`config.mk`:
```
export PLATFORM = sky130hd
export DESIGN_NAME = sa_weight_sequencer
export DESIGN_NICKNAME = d
export VERILOG_FILES = /design/src/rtl/sa_weight_sequencer.sv
export SDC_FILE = /design/constraint.sdc
export NUM_CORES = 2
export LEC_CHECK = 0
export CAP_MARGIN = 30
export CORE_AREA = 2 2 465 467
export CTS_CLUSTER_SIZE = 14
export DETAILED_ROUTE_END_ITERATION = 16
export DIE_AREA = 0 0 467 469
export DONT_BUFFER_PORTS = 1
export PLACE_DENSITY_LB_ADDON = 0.05
export SLEW_MARGIN = 20
export SYNTH_ARGS = -nofsm -noshare
export SYNTH_HDL_FRONTEND = slang
export SYNTH_SLANG_ARGS = --single-unit
```
`constraint.sdc`:
```
create_clock -name clk -period 6.2 [get_ports clk]
set_clock_uncertainty 0.2 [all_clocks]
set_input_delay 1.86 -clock clk [delete_from_list [all_inputs] [get_ports clk]]
set_output_delay 1.86 -clock clk [all_outputs]
set_load 0.01 [all_outputs]
```
`src/rtl/sa_weight_sequencer.sv`:
```
// sa_weight_sequencer: snapshots weight/bias/layer info from the register file,
// streams weight rows into the systolic array bottom-row-first under
// backpressure, presents the bias row, starts the array and reports completion.
module sa_weight_sequencer #(
  parameter int HEIGHT     = 8,
  parameter int WIDTH      = 8,
  parameter int DATA_WIDTH = 8,
  parameter int TIMEOUT    = 1024,
  localparam int IDX_W     = (HEIGHT > 1) ? $clog2(HEIGHT) : 1
) (
  input  logic                               clk,
  input  logic                               rst,
  input  logic                               weight_iv,
  input  logic [HEIGHT*WIDTH*DATA_WIDTH-1:0] weight_id,
  input  logic                               bias_iv,
  input  logic [HEIGHT*WIDTH*DATA_WIDTH-1:0] bias_id,
  input  logic                               layer_info_iv,
  input  logic [3:0]                         weight_height_id,
  input  logic [3:0]                         weight_width_id,
  input  logic [3:0]                         bias_width_id,
  input  logic [2:0]                         op_id,
  input  logic                               start_iv,
  output logic                               sa_weight_ov,
  output logic [WIDTH*DATA_WIDTH-1:0]        sa_weight_od,
  output logic [IDX_W-1:0]                   sa_weight_idx_od,
  input  logic                               sa_weight_ready_i,
  output logic                               sa_bias_ov,
  output logic [WIDTH*DATA_WIDTH-1:0]        sa_bias_od,
  output logic                               sa_start_ov,
  input  logic                               sa_done_iv,
  output logic                               done_ov,
  output logic                               busy_o,
  output logic                               err_o
);

  localparam int ROW_W = WIDTH * DATA_WIDTH;
  localparam int MAT_W = HEIGHT * ROW_W;
  localparam int TMR_W = $clog2(TIMEOUT + 1);

  typedef enum logic [2:0] {
    S_IDLE,
    S_LOAD_ROWS,
    S_SEND_BIAS,
    S_RUN,
    S_DONE
  } state_t;

  state_t             state_q, state_d;
  logic [MAT_W-1:0]   weight_q, weight_d;
  logic [MAT_W-1:0]   bias_q, bias_d;
  logic [3:0]         weight_height_q, weight_height_d;
  logic [3:0]         weight_width_q, weight_width_d;
  logic [3:0]         bias_width_q, bias_width_d;
  logic [2:0]         op_q, op_d;
  logic               w_vld_q, w_vld_d;
  logic               b_vld_q, b_vld_d;
  logic               i_vld_q, i_vld_d;
  logic [IDX_W-1:0]   row_cnt_q, row_cnt_d;
  logic [TMR_W-1:0]   timer_q, timer_d;
  logic               sa_weight_ov_q, sa_weight_ov_d;
  logic               sa_bias_ov_q, sa_bias_ov_d;
  logic [ROW_W-1:0]   sa_bias_od_q, sa_bias_od_d;
  logic               sa_start_ov_q, sa_start_ov_d;
  logic               done_ov_q, done_ov_d;
  logic               busy_q, busy_d;
  logic               err_q, err_d;

  logic [ROW_W-1:0]   weight_row;
  logic [ROW_W-1:0]   weight_row_masked;
  logic [ROW_W-1:0]   bias_row;
  logic               dims_ok;

  // Select the current weight row and zero the columns beyond the layer width
  always_comb begin
    weight_row        = weight_q[int'(row_cnt_q) * ROW_W +: ROW_W];
    weight_row_masked = '0;
    for (int c = 0; c < WIDTH; c++) begin
      if (c < int'(weight_width_q)) begin
        weight_row_masked[c*DATA_WIDTH +: DATA_WIDTH] = weight_row[c*DATA_WIDTH +: DATA_WIDTH];
      end
    end
  end

  // Build the bias row: CONV broadcasts bias[0][0], MUL passes row 0 through
  always_comb begin
    bias_row = '0;
    for (int c = 0; c < WIDTH; c++) begin
      if (op_q[1] == 1'b0) begin
        if (c < int'(weight_width_q)) begin
          bias_row[c*DATA_WIDTH +: DATA_WIDTH] = bias_q[DATA_WIDTH-1:0];
        end
      end else begin
        if (c < int'(bias_width_q)) begin
          bias_row[c*DATA_WIDTH +: DATA_WIDTH] = bias_q[c*DATA_WIDTH +: DATA_WIDTH];
        end
      end
    end
  end

  // Sequencer next-state logic: captures, row streaming, bias, run timer, done
  always_comb begin
    state_d         = state_q;
    weight_d        = weight_q;
    bias_d          = bias_q;
    weight_height_d = weight_height_q;
    weight_width_d  = weight_width_q;
    bias_width_d    = bias_width_q;
    op_d            = op_q;
    w_vld_d         = w_vld_q;
    b_vld_d         = b_vld_q;
    i_vld_d         = i_vld_q;
    row_cnt_d       = row_cnt_q;
    timer_d         = timer_q;
    sa_weight_ov_d  = sa_weight_ov_q;
    sa_bias_ov_d    = 1'b0;
    sa_bias_od_d    = '0;
    sa_start_ov_d   = 1'b0;
    done_ov_d       = 1'b0;
    err_d           = 1'b0;

    dims_ok = (weight_height_q != 4'd0) && (int'(weight_height_q) <= HEIGHT) &&
              (weight_width_q != 4'd0) && (int'(weight_width_q) <= WIDTH);

    if (state_q != S_IDLE && (weight_iv || bias_iv || layer_info_iv)) begin
      err_d = 1'b1;
    end

    case (state_q)
      S_IDLE: begin
        if (weight_iv) begin
          weight_d = weight_id;
          w_vld_d  = 1'b1;
        end
        if (bias_iv) begin
          bias_d  = bias_id;
          b_vld_d = 1'b1;
        end
        if (layer_info_iv) begin
          weight_height_d = weight_height_id;
          weight_width_d  = weight_width_id;
          bias_width_d    = bias_width_id;
          op_d            = op_id;
          i_vld_d         = 1'b1;
        end
        if (start_iv) begin
          if (w_vld_q && b_vld_q && i_vld_q && dims_ok) begin
            state_d        = S_LOAD_ROWS;
            row_cnt_d      = IDX_W'(weight_height_q - 4'd1);
            sa_weight_ov_d = 1'b1;
          end else begin
            err_d = 1'b1;
          end
        end
      end
      S_LOAD_ROWS: begin
        if (sa_weight_ready_i) begin
          if (row_cnt_q == '0) begin
            state_d        = S_SEND_BIAS;
            sa_weight_ov_d = 1'b0;
            sa_bias_ov_d   = 1'b1;
            sa_bias_od_d   = bias_row;
          end else begin
            row_cnt_d = row_cnt_q - 1'b1;
          end
        end
      end
      S_SEND_BIAS: begin
        state_d       = S_RUN;
        sa_start_ov_d = 1'b1;
        timer_d       = '0;
      end
      S_RUN: begin
        if (sa_done_iv) begin
          state_d   = S_DONE;
          done_ov_d = 1'b1;
        end else if (timer_q == TMR_W'(TIMEOUT - 1)) begin
          state_d   = S_DONE;
          done_ov_d = 1'b1;
          err_d     = 1'b1;
        end else begin
          timer_d = timer_q + 1'b1;
        end
      end
      S_DONE: begin
        w_vld_d = 1'b0;
        b_vld_d = 1'b0;
        i_vld_d = 1'b0;
        state_d = S_IDLE;
      end
      default: begin
        state_d        = S_IDLE;
        sa_weight_ov_d = 1'b0;
      end
    endcase

    busy_d = (state_d != S_IDLE);
  end

  // State and registered outputs, cleared by synchronous reset
  always_ff @(posedge clk) begin
    if (rst) begin
      state_q         <= S_IDLE;
      weight_q        <= '0;
      bias_q          <= '0;
      weight_height_q <= '0;
      weight_width_q  <= '0;
      bias_width_q    <= '0;
      op_q            <= '0;
      w_vld_q         <= 1'b0;
      b_vld_q         <= 1'b0;
      i_vld_q         <= 1'b0;
      row_cnt_q       <= '0;
      timer_q         <= '0;
      sa_weight_ov_q  <= 1'b0;
      sa_bias_ov_q    <= 1'b0;
      sa_bias_od_q    <= '0;
      sa_start_ov_q   <= 1'b0;
      done_ov_q       <= 1'b0;
      busy_q          <= 1'b0;
      err_q           <= 1'b0;
    end else begin
      state_q         <= state_d;
      weight_q        <= weight_d;
      bias_q          <= bias_d;
      weight_height_q <= weight_height_d;
      weight_width_q  <= weight_width_d;
      bias_width_q    <= bias_width_d;
      op_q            <= op_d;
      w_vld_q         <= w_vld_d;
      b_vld_q         <= b_vld_d;
      i_vld_q         <= i_vld_d;
      row_cnt_q       <= row_cnt_d;
      timer_q         <= timer_d;
      sa_weight_ov_q  <= sa_weight_ov_d;
      sa_bias_ov_q    <= sa_bias_ov_d;
      sa_bias_od_q    <= sa_bias_od_d;
      sa_start_ov_q   <= sa_start_ov_d;
      done_ov_q       <= done_ov_d;
      busy_q          <= busy_d;
      err_q           <= err_d;
    end
  end

  assign sa_weight_ov     = sa_weight_ov_q;
  assign sa_weight_od     = sa_weight_ov_q ? weight_row_masked : '0;
  assign sa_weight_idx_od = row_cnt_q;
  assign sa_bias_ov       = sa_bias_ov_q;
  assign sa_bias_od       = sa_bias_od_q;
  assign sa_start_ov      = sa_start_ov_q;
  assign done_ov          = done_ov_q;
  assign busy_o           = busy_q;
  assign err_o            = err_q;

endmodule
```
==> qor.csv <==
metric;value;unit
dp.cells;5894;
stdcell_area;0.0342;mm^2
rows;170;
grt_pass1_wl;218000;um
finalCritPeriodShare;87.5;%
setup_viol;0;
ctsResizeCount;0;
grt_max_degree;601;
hold-path-cell-count;2;
wire_per_inst;26.9;um
wirelength;164000;um
syn_to_final_growth;23.5;%
path_clk_slew;60;ps
cts.sink_count;679;
period_minus_slack;5420;ps
slew_headroom;31.0;%
hold_viol;0;
dieArea;0.219;mm^2
synth_area_per_cell;8.45;um^2
clock_latency;720;ps
grt_pass1_vias;23900;
final_common_cell;nand2_1;
max_cap_violations;0;
port_buffers;0;
path_cells;nand3b_1 > nand2_1 > nor2_1;
ff2ff_setup_slack;3160;ps
cts_made_buffers;100;
dr.pass1.iters;5;
rsz0062_at_grt;no;
tightest_slew;1030;ps
min_to;timer_q[10];
drtAntennaViolNets;0;
vias;23400;
routabilityCongestion;0.739;
cts_tree;yes;
layout_common_cells;1199 x nand2_1, 676 x dfxtp_1, 615 x a21oi_1, 132 x nor2_1, 128 x mux4_2;
start_util;12.9;%
drv_slew;0;
cts-hold-fix-buffers;0;
synth-edff-count;0;
clock_path_buffers;3;
syn_nets;4320;
ys_types;52;
fin_cells;6106;
crit_fanout;10;
path_buf_inv;0;
cp-end-kind;output pin;
crit_arrival;3360;ps
grt_use_total;14.5;%
core;0.214;mm^2
viasPerCell;3.83;
drcViolationCount;0;
dpl.hpwl;120000;um
cts_root_buf;clkbuf_16;
overflow;0;
die_x;467;um
yosys_most_used_dff;dfxtp_1;
cp_slowest_stage_delay;730;ps
path_delay_family;simple AND/OR/NAND/NOR gates;
synth_async_sr_flop_share;0;%
r2r-end;sa_weight_idx_od[2];
status;finished clean;
fin_nets;4211;
ios;1184;
cts.htree.levels;3;
p_per_area;333;mW/mm^2
synthCells;3271;
tns;0;ps
critPathKind;reg2out;
hp-start;timer_q[10];
power.leakage;11.4;nW
cp-start-kind;register;
max_freq;184;MHz
r2r_start;state_q[0];
drt_iter0_drc;1234;
synth_seq_cells;679;
place_area;0.0307;mm^2
ys_seq_area_share;49.2;%
ff2ff_path_depth;7;
cp_num_cells;3;
min_path_type;reg2reg;
cp_slowest_cell;nand2_1;
ys_warn_count;0;
synth_area;0.0277;mm^2
grt_antenna_before_repair;149;
postCtsSetupBuffers;0;
drive_above_1_share;10.5;%
ir_worst_vdd;210;uV
die_h;469;um
crit_required;4140;ps
[logic make-up after synthesis]
| kind of cell | Yosys count | share of synthesized area, % |
|---|---|---|
| DFF | 679 | 49.2 |
| adders and majority gates | 2 | 0.0905 |
| AOI/OAI and AO/OA | 696 | 13.4 |
| and+or+nand+nor | 1428 | 20.4 |
| buffers and inverters | 266 | 3.98 |
| xor gates and xnor gates | 1 | 0.0317 |
| muxes | 199 | 13.0 |
[per-layer routing]
metal / part of all wire, % / track usage (%)
met1: 44 / 18.1
met2: 41 / 21.0
met3: 13 / 9.09
met4: 1.9 / 3.01
met5: 0.71 / 0
[where the power goes]
part           switching (mW)  internal [mW]  total (mW)
clock network            2.34           3.48        5.82
registers               0.156           4.60        4.75
logic                   0.525          0.268       0.793
[registers in the layout (all words and copies together), names as in the netlist, 3 cells and up]
register,flops
weight_height_q,4
bias_width_q,4
sa_weight_idx_od,3
weight_width_q,4
bias_q,64
weight_q,512
timer_q,11
state_q,3
sa_bias_od,64
[synthesized netlist by cell type, types with 2 or more instances]
library cell / n / area, um^2
mux4_2: 128 / 2880
o41ai_1: 2 / 17.5
a41oi_1: 2 / 17.5
nand4_1: 7 / 43.8
clkbuf_1: 175 / 657
nand3_1: 7 / 35.0
buf_6: 2 / 22.5
o31ai_1: 10 / 75.1
a22oi_1: 48 / 360
o21a_1: 2 / 15.0
nor2_1: 132 / 495
mux2i_1: 68 / 681
and3_1: 4 / 25.0
nand3b_1: 5 / 37.5
nor4_1: 4 / 25.0
dfxtp_1: 679 / 13600
buf_2: 66 / 330
and4_1: 2 / 17.5
or3_1: 3 / 18.8
ha_1: 2 / 25.0
or2_2: 5 / 31.3
mux2_2: 3 / 33.8
nand2b_1: 3 / 18.8
and2_1: 12 / 75.1
a21oi_1: 615 / 3080
buf_1: 13 / 48.8
a31oi_1: 2 / 12.5
or4_1: 10 / 75.1
o21ai_0: 5 / 25.0
nand4b_1: 2 / 17.5
nor3_1: 4 / 20.0
nor2b_1: 22 / 138
nand2_1: 1201 / 4510
inv_1: 8 / 30.0
[worst max path at each step]
| stage | startpoint | to | slack [ps] |
|---|---|---|---|
| finish | weight_width_q[3] | sa_weight_od[49] | 780 |
| global route | weight_width_q[3] | sa_weight_od[55] | 540 |
| CTS | weight_width_q[3] | sa_weight_od[55] | 610 |
| detailed placement | weight_width_q[3] | sa_weight_od[55] | 1440 |
| global placement | weight_width_q[3] | sa_weight_od[39] | 1160 |
| floorplan | sa_weight_idx_od[0] | sa_weight_od[55] | 2230 |
[layout make-up]
cell class	count	area [um^2]
diodes	32	80.1
clock buffers	160	3030
clock inverters	16	226
fillers	24300	180000
inverters	9	33.8
multi-input cells	2326	13000
flip-flops and latches	679	13600
well taps	2838	3550
repair buffers	46	641
[worst min-delay path: cells and delay by family, from the launching register on]
family          cells  cell delay (ps)
flops               1              320
compound gates      1               30
simple gates        1               50
[metrics by stage]
stage | setup WS (ps) | hold WS (ps) | util [%] | power [mW]
after detailed placement | 1440 | 243 | 14.4 | 5.61
after floorplan | 2230 | 220 | - | 5.31
final | 777 | 247 | 16.0 | 11.4
after global routing | 541 | 261 | 15.9 | 12.0
after CTS | 605 | 252 | 15.9 | 11.6
after global placement | 1160 | 244 | 14.3 | 5.60
No activity file was read; power rests on OpenSTA's default activity.
==> RTL change, RTL diff (config.mk and constraints unchanged) <==
Change the parameter `DATA_WIDTH` from 8 to 6.
--- a/src/rtl/sa_weight_sequencer.sv
+++ b/src/rtl/sa_weight_sequencer.sv
@@ -4,7 +4,7 @@
 module sa_weight_sequencer #(
   parameter int HEIGHT     = 8,
   parameter int WIDTH      = 8,
-  parameter int DATA_WIDTH = 8,
+  parameter int DATA_WIDTH = 6,
   parameter int TIMEOUT    = 1024,
   localparam int IDX_W     = (HEIGHT > 1) ? $clog2(HEIGHT) : 1
 ) (
Interface: changed (resized bias_id, sa_bias_od, sa_weight_od and weight_id); port bits go from 1184 to 896. No check against the original RTL was run, so the function may have changed too.
==> RTL change against the original RTL <==
- critical path depth increased by 1
- area after synthesis decreased by 24%
- design area decreased by 21%
- via count decreased by 25%
- sequential power decreased by 24%
- power decreased by 24%
- largest cell class unchanged
- setup slack improved by 260 ps
- non-clock buffer count decreased by 13
- global-route usage decreased by 4.3 points
- die area unchanged
- final cell count decreased by 12%
- routed wire length decreased by 30%
- sequential cell count decreased by 160
==> RTL change: results (changes against the original RTL) <==
Buffers excl. clock 33 (was 46); Post-Place Setup Slack 1483 ps (was 1443 ps); max FFs per register 384 (was 512); first-pass GRT wire length 155800 um (was 218400 um); largest net degree at the start of global routing 462 (was 601); synth unique cells 48 (was 52); NetSw 2.316 mW (was 3.025 mW); DR WL/cell 21.47 um (was 26.90 um); Critical Path AT 3110 ps (was 3360 ps); Critical-path top delay cell dfxtp_4 (was nand2_1); Hold Crit Endpoint weight_q[332] (was timer_q[10]); initial drt markers 802 (was 1234); min-delay src weight_q[332] (was timer_q[10]); worst vdd ir 0.1939 mV (was 0.2100 mV); Clock buffers and inverters, area share 9.284% (was 9.533%); leakage 8.736 nW (was 11.39 nW); outcome finished clean (unchanged); Placed Cells 5189 (was 5894); # diodes 16 (was 32); post-synthesis sequential area ratio 49.12% (was 49.16%); Non-CTS inverters 4 (was 9); antenna violations before repair 86 (was 149); Placer Congestion 0.7179 (was 0.7385); FILL cells 24510 (was 24290); layout cells sized above 1 10.79% (was 10.54%); multi-input logic area 0.01000 mm2 (was 0.01299 mm2); Routed WL 114800 um (was 164300 um); # clk buffers 114 (was 160); top cells by area in the synthesized netlist dfxtp_1 (49%), nand2_1 (16%), a21oi_1 (11%) (unchanged); R2R Setup Slk 2910 ps (was 3160 ps); worst skew pair latency 700 ps (was 720 ps); reg2reg path depth 6 (was 7); slew margin rel. 36.45% (was 30.98%); #FFs+latches synth 519 (was 679); average cell area after synthesis 8.403 um2 (was 8.454 um2); synth cell count leaders nand2_1 (913), dfxtp_1 (519), a21oi_1 (470) (was nand2_1 (1201), dfxtp_1 (679), a21oi_1 (615)); Via Count 17620 (was 23410); Mapped Nets 3310 (was 4320); buffering overhead 1.378% (was 1.876%); Num CTS Buffers 79 (was 100); Final nets 3228 (was 4211); worst reg2reg startpoint sa_weight_idx_od[0] (was state_q[0]); GRT Util Overall 10.22% (was 14.51%); worst-path fanout max 31 (was 10); detailed placement HPWL 82090 um (was 120000 um); Worst R2R End sa_bias_od[2] (was sa_weight_idx_od[2]); family with the most delay on the worst path flip-flops (was simple AND/OR/NAND/NOR gates); Multi-In Gates 1798 (was 2326)
-- RTL change: routing by layer --
metal / GRT usage [%] / vias to the layer above / share of wire [%]
met4: 2.766 / 116 / 2.2
met3: 6.237 / 237 / 12
li1: - / 8358 / -
met1: 11.83 / 8328 / 41
met2: 15.71 / 582 / 44
met5: 0 / - / 0.59
-- RTL change: how the worst max path moves through the flow --
stage / endpoint / slack, ps / start
2_1_floorplan: sa_weight_od[20] / 2270 / sa_weight_idx_od[0]
3_3_place_gp: sa_weight_od[7] / 1490 / sa_weight_idx_od[0]
3_5_place_dp: sa_weight_od[7] / 1480 / sa_weight_idx_od[0]
4_1_cts: sa_weight_od[7] / 660 / sa_weight_idx_od[0]
5_1_grt: sa_weight_od[7] / 640 / sa_weight_idx_od[0]
6_report: sa_weight_od[7] / 1030 / sa_weight_idx_od[0]
-- RTL change: power groups by stage --
stage                     Sequential (mW)  Clock, mW  Combinational, mW
after global routing                 3.64       4.83              0.661
after global placement               3.68          0              0.540
after floorplan                      3.64          0              0.411
final                                3.61       4.46              0.575
after detailed placement             3.69          0              0.544
after CTS                            3.62       4.72              0.545
-- RTL change: logic make-up (layout without fill, tap and decap cells) --
logic type,Yosys count,in the layout,share of synthesized area [%]
compound gates,537,537,13.43
flops,519,519,49.12
mux,149,149,12.74
simple gates,1109,1109,20.91
other cells,0,16,0
xor+xnor,1,1,0.04142
fa+ha+maj,2,2,0.1183
buf+inv,200,176,3.644
-- RTL change: per-stage QoR --
step                      instance area (um2)  hold WS, ps  utilization, %
after floorplan                         21150        233.1               -
after global placement                  24260        241.5           11.35
after detailed placement                24260        243.1           11.35
after CTS                               26750        251.0           12.51
after global routing                    26850        267.6           12.56
final                                   26870        247.6           12.57
